File: config.mk
export PLATFORM = sky130hd
export DESIGN_NAME = keypad_scan_ctrl
export DESIGN_NICKNAME = d
export VERILOG_FILES = /design/src/rtl/keypad_scan_ctrl.sv
export SDC_FILE = /design/constraint.sdc
export NUM_CORES = 1
export LEC_CHECK = 0
export CORE_MARGIN = 1.5
export CORE_UTILIZATION = 47
export DETAILED_ROUTE_END_ITERATION = 8
export HOLD_SLACK_MARGIN = 0.12
export PLACE_DENSITY = 0.63
export SKIP_CTS_REPAIR_TIMING = 1
export SYNTH_ARGS = -nofsm -noshare
export SYNTH_HDL_FRONTEND = slang
export SYNTH_SLANG_ARGS = --single-unit
File: constraint.sdc
create_clock -name HCLK -period 9.2 [get_ports HCLK]
set_clock_uncertainty 0.15 [all_clocks]
set_input_delay 2.76 -clock HCLK [delete_from_list [all_inputs] [get_ports HCLK]]
set_output_delay 2.76 -clock HCLK [all_outputs]
set_load 0.01 [all_outputs]
File: src/rtl/keypad_scan_ctrl.sv
// ---------------------------------------------------------------------------
// keypad_scan_ctrl : row-scan keypad sequencer, frame debounce, event FIFO
// Rev 1.0
// ---------------------------------------------------------------------------
`default_nettype none

module keypad_scan_ctrl #(
  parameter int ROWS       = 4,
  parameter int SCAN_DIV   = 1000,
  parameter int DEB_FRAMES = 3,
  parameter int FIFO_DEPTH = 4
) (
  input  logic            HCLK,
  input  logic            HRESET,
  input  logic            en,
  input  logic [7:0]      col,
  output logic [ROWS-1:0] row,
  output logic            evt_valid,
  output logic [6:0]      evt_data,
  input  logic            evt_pop,
  output logic            irq,
  output logic            overflow,
  input  logic            ovf_clr
);

  localparam int RW   = (ROWS > 1) ? $clog2(ROWS) : 1;
  localparam int NKEY = (2 ** RW) * 8;
  localparam int DW   = (SCAN_DIV > 1) ? $clog2(SCAN_DIV) : 1;
  localparam int AW   = $clog2(FIFO_DEPTH);

  localparam logic [DW-1:0] C_DWELL_LAST = DW'(SCAN_DIV - 1);
  localparam logic [2:0]    C_DEB_LAST   = 3'(DEB_FRAMES - 1);
  localparam logic [RW-1:0] C_ROW_LAST   = RW'(ROWS - 1);
  localparam logic [AW:0]   C_FIFO_FULL  = (AW + 1)'(FIFO_DEPTH);

  typedef enum logic [1:0] {
    IDLE   = 2'd0,
    SETTLE = 2'd1,
    SAMPLE = 2'd2,
    EMIT   = 2'd3
  } state_t;

  state_t          state_q, state_d;
  logic [RW-1:0]   r_q, r_d;
  logic [2:0]      c_q, c_d;
  logic [DW-1:0]   dwell_q, dwell_d;
  logic [7:0]      smp_q, smp_d;

  // ---------------------------------------------------------------- scan FSM
  always_ff @(posedge HCLK or posedge HRESET) begin
    if (HRESET) begin
      state_q <= IDLE;
      r_q     <= '0;
      c_q     <= '0;
      dwell_q <= '0;
      smp_q   <= '0;
    end else begin
      state_q <= state_d;
      r_q     <= r_d;
      c_q     <= c_d;
      dwell_q <= dwell_d;
      smp_q   <= smp_d;
    end
  end

  always_comb begin
    state_d = state_q;
    r_d     = r_q;
    c_d     = c_q;
    dwell_d = dwell_q;
    smp_d   = smp_q;
    if (!en) begin
      state_d = IDLE;
      r_d     = '0;
      c_d     = '0;
      dwell_d = '0;
    end else begin
      case (state_q)
        IDLE: begin
          state_d = SETTLE;
          r_d     = '0;
          dwell_d = '0;
        end
        SETTLE: begin
          if (dwell_q == C_DWELL_LAST) begin
            dwell_d = '0;
            state_d = SAMPLE;
          end else begin
            dwell_d = dwell_q + 1'b1;
          end
        end
        SAMPLE: begin
          smp_d   = col;
          c_d     = '0;
          state_d = EMIT;
        end
        EMIT: begin
          if (c_q == 3'd7) begin
            c_d     = '0;
            r_d     = (r_q == C_ROW_LAST) ? '0 : r_q + 1'b1;
            state_d = SETTLE;
          end else begin
            c_d = c_q + 3'd1;
          end
        end
        default: state_d = IDLE;
      endcase
    end
  end

  always_comb begin
    row = '0;
    if (state_q != IDLE) row = ROWS'(1) << r_q;
  end

  // ---------------------------------------------------------------- debounce
  logic [NKEY-1:0] stable_q;
  logic [2:0]      cnt_q [NKEY];
  logic [RW+2:0]   key_idx;
  logic            smp_bit;
  logic            deb_stable_d;
  logic [2:0]      deb_cnt_d;
  logic            deb_upd;
  logic            push;
  logic [6:0]      push_data;

  assign deb_upd = en && (state_q == EMIT);

  always_comb begin
    key_idx      = {r_q, c_q};
    smp_bit      = smp_q[c_q];
    deb_stable_d = stable_q[key_idx];
    deb_cnt_d    = 3'd0;
    push         = 1'b0;
    if (smp_bit != stable_q[key_idx]) begin
      if (cnt_q[key_idx] == C_DEB_LAST) begin
        deb_stable_d = smp_bit;
        push         = deb_upd;
      end else begin
        deb_cnt_d = cnt_q[key_idx] + 3'd1;
      end
    end
    push_data = {smp_bit, 3'(r_q), c_q};
  end

  // Dropping en forgets every key so a re-enable starts from "all released".
  always_ff @(posedge HCLK or posedge HRESET) begin
    if (HRESET) begin
      stable_q <= '0;
      for (int k = 0; k < NKEY; k++) cnt_q[k] <= '0;
    end else if (!en) begin
      stable_q <= '0;
      for (int k = 0; k < NKEY; k++) cnt_q[k] <= '0;
    end else if (deb_upd) begin
      stable_q[key_idx] <= deb_stable_d;
      cnt_q[key_idx]    <= deb_cnt_d;
    end
  end

  // ---------------------------------------------------------------- event FIFO
  logic [6:0]  mem [FIFO_DEPTH];
  logic [AW-1:0] wr_q, rd_q;
  logic [AW:0]   fcnt_q, fcnt_d;
  logic          ovf_q, ovf_d;
  logic          full, pop_ok, wr_ok, drop;

  assign full   = (fcnt_q == C_FIFO_FULL);
  assign pop_ok = evt_pop && (fcnt_q != '0);
  assign wr_ok  = push && (!full || pop_ok);
  assign drop   = push && full && !pop_ok;

  always_comb begin
    fcnt_d = fcnt_q;
    if (wr_ok && !pop_ok)      fcnt_d = fcnt_q + 1'b1;
    else if (!wr_ok && pop_ok) fcnt_d = fcnt_q - 1'b1;
    ovf_d = ovf_q;
    if (drop)         ovf_d = 1'b1;
    else if (ovf_clr) ovf_d = 1'b0;
  end

  always_ff @(posedge HCLK or posedge HRESET) begin
    if (HRESET) begin
      wr_q   <= '0;
      rd_q   <= '0;
      fcnt_q <= '0;
      ovf_q  <= 1'b0;
    end else begin
      if (wr_ok)  wr_q <= wr_q + 1'b1;
      if (pop_ok) rd_q <= rd_q + 1'b1;
      fcnt_q <= fcnt_d;
      ovf_q  <= ovf_d;
    end
  end

  always_ff @(posedge HCLK) begin
    if (wr_ok) mem[wr_q] <= push_data;
  end

  assign evt_valid = (fcnt_q != '0);
  assign evt_data  = evt_valid ? mem[rd_q] : 7'd0;
  assign irq       = evt_valid;
  assign overflow  = ovf_q;

endmodule

`default_nettype wire

; After elaboration in Yosys (flattened, before gate mapping)
; Memory sizes are Yosys's and may differ from the RTL's.
; Index checks and enable logic that the tools add are counted.
[word_totals]
regBits = 161
mem_bits_rw = 24
inputBits = 13
elab_cells = 139
n_memories = 1
[op_classes]
n_addsub = 8
order_cmp = 5
n_eq_ne = 15
n_shift = 1
n_mux = 45
bitwise_logic = 1
reduce_logical = 21
[mem_list]
columns = name, depth, word_bits, read_ports, rd_ports_with_merged_regs, write_ports, line
row1 = mem, 4, 6, 1, 0, 1, 161  ; logic [6:0] mem [FIFO_DEPTH];
[op_table]
columns = op, n
row1 = 2-to-1 mux 96 bit, 2
row2 = bitwise mux 96 bit, 1
row3 = 2-to-1 mux 32 bit, 2
row4 = bitwise mux 32 bit, 1
row5 = 2-to-1 mux 3 bit, 9
row6 = 2-to-1 mux 10 bit, 2
row7 = case mux 10 bit (2 select lines), 1
row8 = binary-select mux 3 bit (select 5 bit), 1
row9 = demux 3 bit (select 5 bit), 1
row10 = 2-to-1 mux 2 bit, 6
row11 = 2-to-1 mux 1 bit, 11
row12 = adder 10 x 1 -> 10 bit (second input constant), 1
row13 = == test 10 bit (second input constant), 1
row14 = adder 3 x 1 -> 3 bit (second input constant), 3
row15 = logical AND 1 bit, 9
row16 = inequality test 3 x 1 -> 1 bit (second input constant), 3
row17 = case mux 2 bit (4 select lines), 1
row18 = 2-to-1 mux 7 bit, 1
row19 = adder 2 x 1 -> 2 bit (second input constant), 3
row20 = == test 2 bit (second input constant), 3
row21 = == test 3 bit (second input constant), 2
row22 = >= comparator 6 bit (second input constant), 1
row23 = less-than comparator 5 x 6 -> 1 bit (second input constant), 1
row24 = less-than comparator 6 x 1 -> 1 bit (second input constant), 1
row25 = 22 further kinds, 29

; Logic depth before layout (Yosys ltp)
; Gate-level depths: netlist of the first run.
[logic_depth]
depth_word = 12
ltp_mapped = 16
ltp_nobuf = 12

; Worst setup path before layout of the first run
; Ideal clock, no wire load.
[synth_path]
kind = input port to flip-flop
from = input evt_pop
to = register fcnt_q[1]
arrival_time_ps = 4770
t_required_ps = 8925
path_slack_ps = 4156
cell_stages = 8
n_path_buf = 1
cell_sequence = or4b_2 -> and3_1 -> and3_1 -> buf_4 -> ha_1 -> inv_1 -> fa_1 -> mux2_2
[synth_lines]
columns = element, line
row1 = from (decl), 20  ; input logic evt_pop,
row2 = logical AND 1 bit, 168  ; assign pop_ok = evt_pop && (fcnt_q != '0);
row3 = logical OR 1 bit, 169  ; assign wr_ok = push && (!full || pop_ok);
row4 = logical AND 1 bit, 169
row5 = named net wr_ok, 165  ; logic full, pop_ok, wr_ok, drop;
row6 = logical AND 1 bit, 174  ; if (wr_ok && !pop_ok) fcnt_d = fcnt_q + 1'b1;
row7 = 2-to-1 mux 3 bit, 174
row8 = named net fcnt_d[1], 163  ; logic [AW:0] fcnt_q, fcnt_d;
row9 = to (signal assigned), 190  ; fcnt_q <= fcnt_d;
row10 = to (decl), 163
; The timed path passes the listed nets, and every way through them passes these cells.
; A chain may end at the register's enable or synchronous reset.

; Worst setup path after layout of the first run
[layout_path]
from = register r_q[0]
to = output row[0]
[layout_via]
elab_chain_len = 2
[layout_rtl]
columns = element, line
row1 = from (decl), 44  ; logic [RW-1:0] r_q, r_d;
row2 = from (signal assigned), 59  ; r_q <= r_d;
row3 = << shifter 1 x 2 -> 4 bit, 113  ; if (state_q != IDLE) row = ROWS'(1) << r_q;
row4 = 2-to-1 mux 4 bit, 113
row5 = to (decl), 17  ; output logic [ROWS-1:0] row,
; No other way between the ends.

==> metrics, run 1 <==
Tcrit/Tclk final 60.3%; core footprint just under 20000 sq um; Die Y 144 microns; RSZ-0062 raised after global routing false; PD cells 185 nW/um^2; Syn Nets between 800 and 900; post-synth top area share 43.3%; share of layout cells above drive strength 1 13.5%; Slew @ Worst Pin 1.07 ns; sequential element share of the synthesized area 51.0%; TritonRoute pass-1 iters 5; Mapped Area 9320 sq um; Critical Path End Type output pin; initial antenna violation count 0; routed length per instance 19.1 microns; post-synthesis average cell area approximately 11 sq um; setup TNS 0 ns; count leader, synth dfrtp_1; clock sink total 185; Leak Pwr between 4 and 5 nW; die width 144 microns; number of buffers created by CTS 17; std cell rows 51; Buffers on Ports 25; CTS tree done; arrival time at the worst endpoint 2.64 ns; fin. max-slew vios 0; ys async rst share 87.0%; Post-Route WL 21.3 mm; Primary FF master, synth dfrtp_1; gr usage total 21.9%; yosys warns 0; Via Count 6452; design area 10300 sq um; Final min period 5.55 ns; Final ANT Viol Nets 0; largest net degree at the start of global routing 107; first-pass GRT wire length 34.4 mm; Starting DRT DRC Count 595; Synth top cells by count dfrtp_1 (161), nand3_1 (105), nand2_1 (95), o21ai_0 (55), nor2_1 (47); Area contributors post-synth dfrtp_1 (43%), mux4_2 (11%), edfxtp_1 (7.7%); peak supply drop 118 uV; Setup-failing EPs final 0; WS Path Type reg -> out; clock tree buffer depth 2; #FFs+latches synth 185; Slew HR a little over a quarter; Power, Total 1.90 mW; vias per cell 5.80; grt ovf 0; Final GP Congestion 0.835; Post-DP Area 9700 sq um; vias in the first global route 6464; hold crit path type reg -> reg; ANT cells 0; drt drc 0; Req. time, crit path between 6 and 7 ns; H-tree depth 4; maximum clock frequency 180 MHz; Initial Util a little under half; Root Driver clkbuf_16; hpwl dp 14.1 mm; Post-Syn Instances 840; Yosys top cell by area dfrtp_1; number of synthesized flops with an enable pin 24; filler cell count about 1700; CP startpoint kind register; count of cell types in the netlist 53; outcome completed; area growth from synthesis to layout 10.2%; nets@finish 867; crit-path max FO 12; DIE AREA 20700 sq um; clk_lat worst skew 0.43 ns; Clock transition at path regs about 0.07 ns; Hold Vio Cnt, Final 0; max_cap viols 0; num ports 27
-- metrics by stage --
step,instances,setup slack [ns],hold slack [ns],utilization [%]
final,1112,3.65,0.347,52.8
after global routing,1112,3.52,0.356,52.8
after CTS,1112,3.66,0.341,52.8
after detailed placement,1080,3.60,0.331,49.8
after global placement,1080,3.69,0.316,49.8
after floorplan,840,1.94,0.299,-
-- path summary, 6_finish.rpt --
kind	start	endpoint	slack (ns)	depth (start not counted)
worst max-delay path	r_q[0]	row[0]	3.65	4
worst min-delay path	cnt_q[73]	cnt_q[73]	0.35	2
worst max register to register	c_q[0]	fcnt_q[2]	4.83	12
worst min register to register	cnt_q[73]	cnt_q[73]	0.35	2
max in group asynchronous	HRESET	c_q[1]	4.72	3
min in group asynchronous	HRESET	stable_q[12]	2.72	2
-- registers in the layout (all words and copies together) (netlist names) --
signal    flops
cnt_q        96
state_q       2
smp_q         8
r_q           2
overflow      1
dwell_q      10
wr_q          2
fcnt_q        3
mem          24
rd_q          2
c_q           3
stable_q     32
-- critical path, stage by stage, from the launching register on --
cell and delay [ns]:
dfrtp_1 0.62, clkinv_1 0.44, ha_1 0.46, nor2b_1 0.19
clkdlybuf4s50_1 0.50
-- metal layers --
| layer | GRT usage [%] | wire (microns) | share of wire (%) | up-vias |
|---|---|---|---|---|
| met1 | 29.0 | 9380 | 44 | 3235 |
| li1 | - | - | - | 2992 |
| met3 | 4.20 | 972 | 4.6 | 42 |
| met4 | 8.00 | 493 | 2.3 | 0 |
| met5 | 0 | 0 | 0 | - |
| met2 | 36.2 | 10400 | 49 | 183 |
-- report_power, final --
group	switching, mW	internal, mW	total [mW]
registers	0.0350	0.863	0.898
logic	0.148	0.144	0.292
clock network	0.330	0.379	0.709
total	0.513	1.39	1.90
-- placed cells by master, fill, tap and decap left out, drive strengths merged, types with 2 or more instances in the layout --
master and count:
a21boi 10, a21oi 33, a31oi 10, and2 18, and3 4, buf 10, clkbuf 17, clkdlybuf4s50 24
clkinv 5, clkinvlp 4, dfrtp 161, edfxtp 24, ha 19, inv 18, mux2 14, mux2i 44
mux4 44, nand2 95, nand2b 12, nand3 105, nand4 2, nor2 47, nor2b 13, nor3 6
o21ai 76, o22ai 2, or3 2, xnor2 8, xor2 4
-- kinds of logic after synthesis --
group                      share of synthesized area (%)
other                                             0.0403
DFF                                                 51.0
muxes                                               17.5
and+or+nand+nor                                     16.0
buffers and inverters                               3.43
AOI/OAI and AO/OA                                   8.17
xor gates and xnor gates                            1.13
adders and majority gates                           2.77
-- cell type report --
| cell class | instances | area (sq um) | share of cell area (%) |
|---|---|---|---|
| clock inverter | 15 | 143 | 1.39 |
| sequential | 185 | 4750 | 46.3 |
| timing repair buffer | 34 | 313 | 3.05 |
| inverter | 13 | 53.8 | 0.524 |
| multi-input combinational | 583 | 4250 | 41.4 |
| clock buffer | 17 | 425 | 4.14 |
| tap | 265 | 332 | 3.23 |
(Power assumes the default switching activity.)
==> run 2, diff against run 1 <==
--- a/config.mk
+++ b/config.mk
@@ -9,7 +9,7 @@
 export CORE_UTILIZATION = 47
 export DETAILED_ROUTE_END_ITERATION = 8
 export HOLD_SLACK_MARGIN = 0.12
-export PLACE_DENSITY = 0.63
+export PLACE_DENSITY = 0.65
 export SKIP_CTS_REPAIR_TIMING = 1
 export SYNTH_ARGS = -nofsm -noshare
 export SYNTH_HDL_FRONTEND = slang
==> constraint.sdc (replaced) <==
create_clock -name HCLK -period 4.6 [get_ports HCLK]
set_clock_uncertainty 0.15 [all_clocks]
set_input_delay 1.38 -clock HCLK [delete_from_list [all_inputs] [get_ports HCLK]]
set_output_delay 1.38 -clock HCLK [all_outputs]
set_load 0.01 [all_outputs]
==> run 2 against run 1 <==
Against the previous run:
- clock-buffer cell count unchanged
- design area increased by 1.6%
- worst hold slack got worse by 0.0078 ns
- final cell count increased by 0.99%
- critical endpoint unchanged
- non-clock buffer count increased by 11
- critical path type unchanged
- sequential share of layout area is 0.73 points lower
- utilization increased by 0.84 points
- worst setup slack worse by 3.2 ns
==> metrics, run 2 (same netlist as run 1, synthesis figures left out) <==
commonest non-fill, non-tap cell in the layout dfrtp_1; most frequent cells in the layout dfrtp_1 (159), nand3_1 (105), nand2_1 (95); fin. max-slew vios 0; Top reg by flops cnt_q; Req. time, crit path 3.07 ns; area growth from synthesis to layout 12.0%; std cell rows 51; hold path cells 1; Reg-to-Reg End fcnt_q[2]; Slew @ Worst Pin between 0.8 and 0.9 ns; core footprint between 15000 and 20000 sq um; routed length per instance around 19 microns; setup TNS 0 ns; number of buffers created by CTS 17; end of the worst hold path fcnt_q[2]; grt ovf 0; Clk pwr share ~38%; Final GP Congestion around 0.80; maximum clock frequency 240 MHz; setup ws final roughly 0.43 ns; PD cells 373 nW/um^2; R2R Path Start c_q[0]; Pint 2.76 mW; initial antenna violation count 0; Psw 1.12 mW; vias in the first global route 6308; outcome completed; Die Y 144 microns; share of layout cells above drive strength 1 about 15%; CP startpoint kind register; WS Path Type reg -> out; sw frac slightly below 30%; RSZ-0062 raised after global routing false; ANT cells 0; Root Driver clkbuf_16; Buffers on Ports 25; Starting DRT DRC Count 452; DP Worst Slack 0.418 ns; max_cap viols 0; Combinational Power Share 15.7%; drt drc 0; Initial Util 47.9%; TritonRoute pass-1 iters 5; vias per cell ~5.7; Hold Vio Cnt, Final 0; FF-to-FF setup slack 0.57 ns; Final min period 4.17 ns; Via Count between 6000 and 7000; biggest regs cnt_q x96, stable_q x32, mem x24; clock tree buffer depth 2; Critical Path End Type output pin; Inst Count DP approximately 1100; num ports 27; largest net degree at the start of global routing 82; crit-path max FO 12; peak supply drop 255 uV; nets@finish 878; DIE AREA 20700 sq um; Final ANT Viol Nets 0; Post-Route WL about 22 mm; first-pass GRT wire length 35.0 mm; die width 144 microns; hpwl dp 14.4 mm; Setup-failing EPs final 0; Tcrit/Tclk final 90.7%; Flop pwr share a little under half; hold crit path type reg -> reg; H-tree depth 4; Final Non-Filler Cells 1123; max FFs per register 96; R2R depth 12; worst hold start fcnt_q[2]; Power, Total 3.89 mW; Slew HR 43.1%; Leak Pwr 4.34 nW; Clock transition at path regs 0.08 ns; clk_lat worst skew around 0.45 ns; clock sink total 185; arrival time at the worst endpoint 2.64 ns; gr usage total 22.4%; CTS tree done
==> run 2: worst max-delay path by stage <==
| stage | start | to | slack (ns) | cells after the start |
|---|---|---|---|---|
| 3_5_place_dp | evt_pop | fcnt_q[1] | 0.42 | 8 |
| 2_1_floorplan | c_q[1] | fcnt_q[2] | 0.85 | 14 |
| 6_report | r_q[0] | row[0] | 0.43 | 4 |
| 5_1_grt | r_q[0] | row[0] | 0.30 | 4 |
| 4_1_cts | r_q[0] | row[0] | 0.41 | 4 |
| 3_3_place_gp | evt_pop | fcnt_q[1] | 0.45 | 8 |
==> run 2: routing by layer <==
layer / up-vias / part of all wire (%) / track usage, %
met2: 164 / 49 / 35.7
met4: 0 / 1.7 / 6.87
met3: 29 / 4.7 / 4.23
met5: - / 0 / 0
met1: 3207 / 45 / 31.3
li1: 3020 / - / -
==> run 2: per-stage QoR <==
step	hold WS (ns)	instance area [sq um]	utilization [%]
5_1_grt	0.361	10400	53.6
3_5_place_dp	0.325	9830	50.5
6_report	0.340	10400	53.6
2_1_floorplan	0.299	9320	-
3_3_place_gp	0.327	9830	50.5
4_1_cts	0.337	10400	53.6
==> run 2: layout make-up <==
class	instances	area (sq um)
Sequential cell	185	4750
Fill cell	1666	9030
Clock buffer	17	425
Inverter	13	52.6
Timing Repair Buffer	45	445
Multi-Input combinational cell	583	4250
Clock inverter	15	175
Tap cell	265	332
==> run 2: critical path, stage by stage (launching register included) <==
cell	delay [ns]
dfrtp_1	0.66
clkinv_1	0.41
ha_1	0.41
nor2b_1	0.20
clkdlybuf4s50_1	0.51
==> run 2: power by group through the flow <==
stage                     registers [mW]  logic (mW)  clock network, mW
after floorplan                     1.79       0.452                  0
after global placement              1.84       0.610                  0
after detailed placement            1.84       0.618                  0
after CTS                           1.80       0.620               1.49
after global routing                1.81       0.665               1.57
final                               1.80       0.610               1.48
==> run 3, diff against run 2 <==
--- a/config.mk
+++ b/config.mk
@@ -7,6 +7,7 @@
 export LEC_CHECK = 0
 export CORE_MARGIN = 1.5
 export CORE_UTILIZATION = 47
+export CTS_BUF_LIST = sky130_fd_sc_hd__clkbuf_8
 export DETAILED_ROUTE_END_ITERATION = 8
 export HOLD_SLACK_MARGIN = 0.12
 export PLACE_DENSITY = 0.65
==> run 3 against run 2 <==
Against the previous run:
- total power decreased by 9.6%
- die area is the same
- clock power down 25%
- flip-flop and latch count is the same
- sequential share of layout area rose by 0.85 points
- utilization decreased by 0.98 points
- worst hold slack improved by 0.00077 ns
- highest routed layer unchanged
==> metrics, run 3 (same netlist as run 1, synthesis figures left out) <==
routed length per instance between 15 and 20 microns; number of buffers created by CTS 17; Final min period 4.21 ns; num ports 27; most frequent cells in the layout dfrtp_1 (159), nand3_1 (105), nand2_1 (95); Die Y 144 microns; nets@finish 878; TritonRoute pass-1 iters 5; M1 GR Usage 31.1%; std cell rows just over 50; core footprint 19500 sq um; peak supply drop between 150 and 200 uV; commonest non-fill, non-tap cell in the layout dfrtp_1; Critical Path End Type output pin; Top reg by flops cnt_q; critical path's largest stage delay about 0.67 ns; slowest cell on the critical path dfrtp_1; vias in the first global route 6306; R2R depth 12; maximum clock frequency 237 MHz; grt ovf 0; Slew @ Worst Pin 0.845 ns; Clock transition at path regs 0.11 ns; Core Util, Final 52.6%; Combinational Power Share about 17%; Root Driver clkbuf_8; crit-path max FO 12; Post-Route WL 21.5 mm; Slew HR 43.7%; GR Util met3 4.00%; CTS tree done; hold path cells 1; Clk pwr share 31.5%; drt drc 0; PD cells approximately 340 nW/um^2; max_cap viols 0; share of layout cells above drive strength 1 approximately 15%; Leak Pwr 4.26 nW; instance count on the critical path 4; gr usage total 22.3%; vias per cell 5.72; biggest regs cnt_q x96, stable_q x32, mem x24; arrival time at the worst endpoint 2.68 ns; outcome completed; Psw 1.07 mW; Via Count around 6400; max FFs per register 96; die width 144 microns; Buffers on Ports 25; CP startpoint kind register; largest net degree at the start of global routing 82; RSZ-0062 raised after global routing false; Initial Util 47.9%; DIE AREA between 20000 and 25000 sq um; Final GP Congestion 0.795; GR met2 Demand/Resource a little over a third; Req. time, crit path 3.07 ns; sw frac 30.5%; Setup-failing EPs final 0; Pint 2.44 mW; fin. max-slew vios 0; ANT cells 0; initial antenna violation count 0; Final ANT Viol Nets 0; hpwl dp between 10 and 15 mm; GRT busiest layer met2; clock sink total around 190; first-pass GRT wire length 34.8 mm; area growth from synthesis to layout 9.93%; WS Path Type reg -> out; critical path cell sequence clkinv_1 -> ha_1 -> nor2b_1 -> clkdlybuf4s50_1; gate family responsible for the most delay along the worst path buffers and inverters; Hold Vio Cnt, Final 0; setup TNS 0 ns; H-tree depth 4; Starting DRT DRC Count 497; Tcrit/Tclk final 91.6%; WP buf/inv 2; Flop pwr share around 51%; hold crit path type reg -> reg; clock tree buffer depth 2; clk_lat worst skew 0.49 ns
-- run 3: power by group through the flow --
stage | clock network, mW | logic (mW) | registers (mW)
2_1_floorplan | 0 | 0.452 | 1.79
3_3_place_gp | 0 | 0.610 | 1.84
3_5_place_dp | 0 | 0.618 | 1.84
4_1_cts | 1.13 | 0.618 | 1.80
5_1_grt | 1.20 | 0.663 | 1.82
6_report | 1.11 | 0.608 | 1.80
-- run 3: area by class of cell --
cell class | count | area [sq um]
Fill cell | 1694 | 9220
Sequential cell | 185 | 4750
Multi-Input combinational cell | 583 | 4250
Timing Repair Buffer | 45 | 445
Tap cell | 265 | 332
Clock buffer | 17 | 234
Clock inverter | 15 | 175
Inverter | 13 | 52.6
-- run 3: per-stage QoR --
step / cell area (sq um) / power, mW / worst slack (ns) / std cells / hold slack (ns)
6_report: 10200 / 3.52 / 0.386 / 1123 / 0.340
2_1_floorplan: 9320 / 2.24 / 0.851 / 840 / 0.299
3_3_place_gp: 9830 / 2.45 / 0.451 / 1091 / 0.327
5_1_grt: 10200 / 3.68 / 0.247 / 1123 / 0.365
4_1_cts: 10200 / 3.55 / 0.339 / 1123 / 0.341
3_5_place_dp: 9830 / 2.45 / 0.418 / 1091 / 0.325
-- run 3: routing by layer --
layer  vias up  share of wire, %
met3        32               4.8
met5         -                 0
met2       186                49
met4         0               1.7
li1       3018                 -
met1      3191                45
-- run 3: final timing paths --
kind | startpoint | endpoint | slack, ns
setup / recovery | r_q[0] | row[0] | 0.39
hold / removal | fcnt_q[2] | fcnt_q[2] | 0.34
setup reg to reg | c_q[0] | fcnt_q[2] | 0.57
hold reg to reg | fcnt_q[2] | fcnt_q[2] | 0.34
max in group asynchronous | HRESET | cnt_q[25] | 2.41
min in group asynchronous | HRESET | cnt_q[80] | 1.05
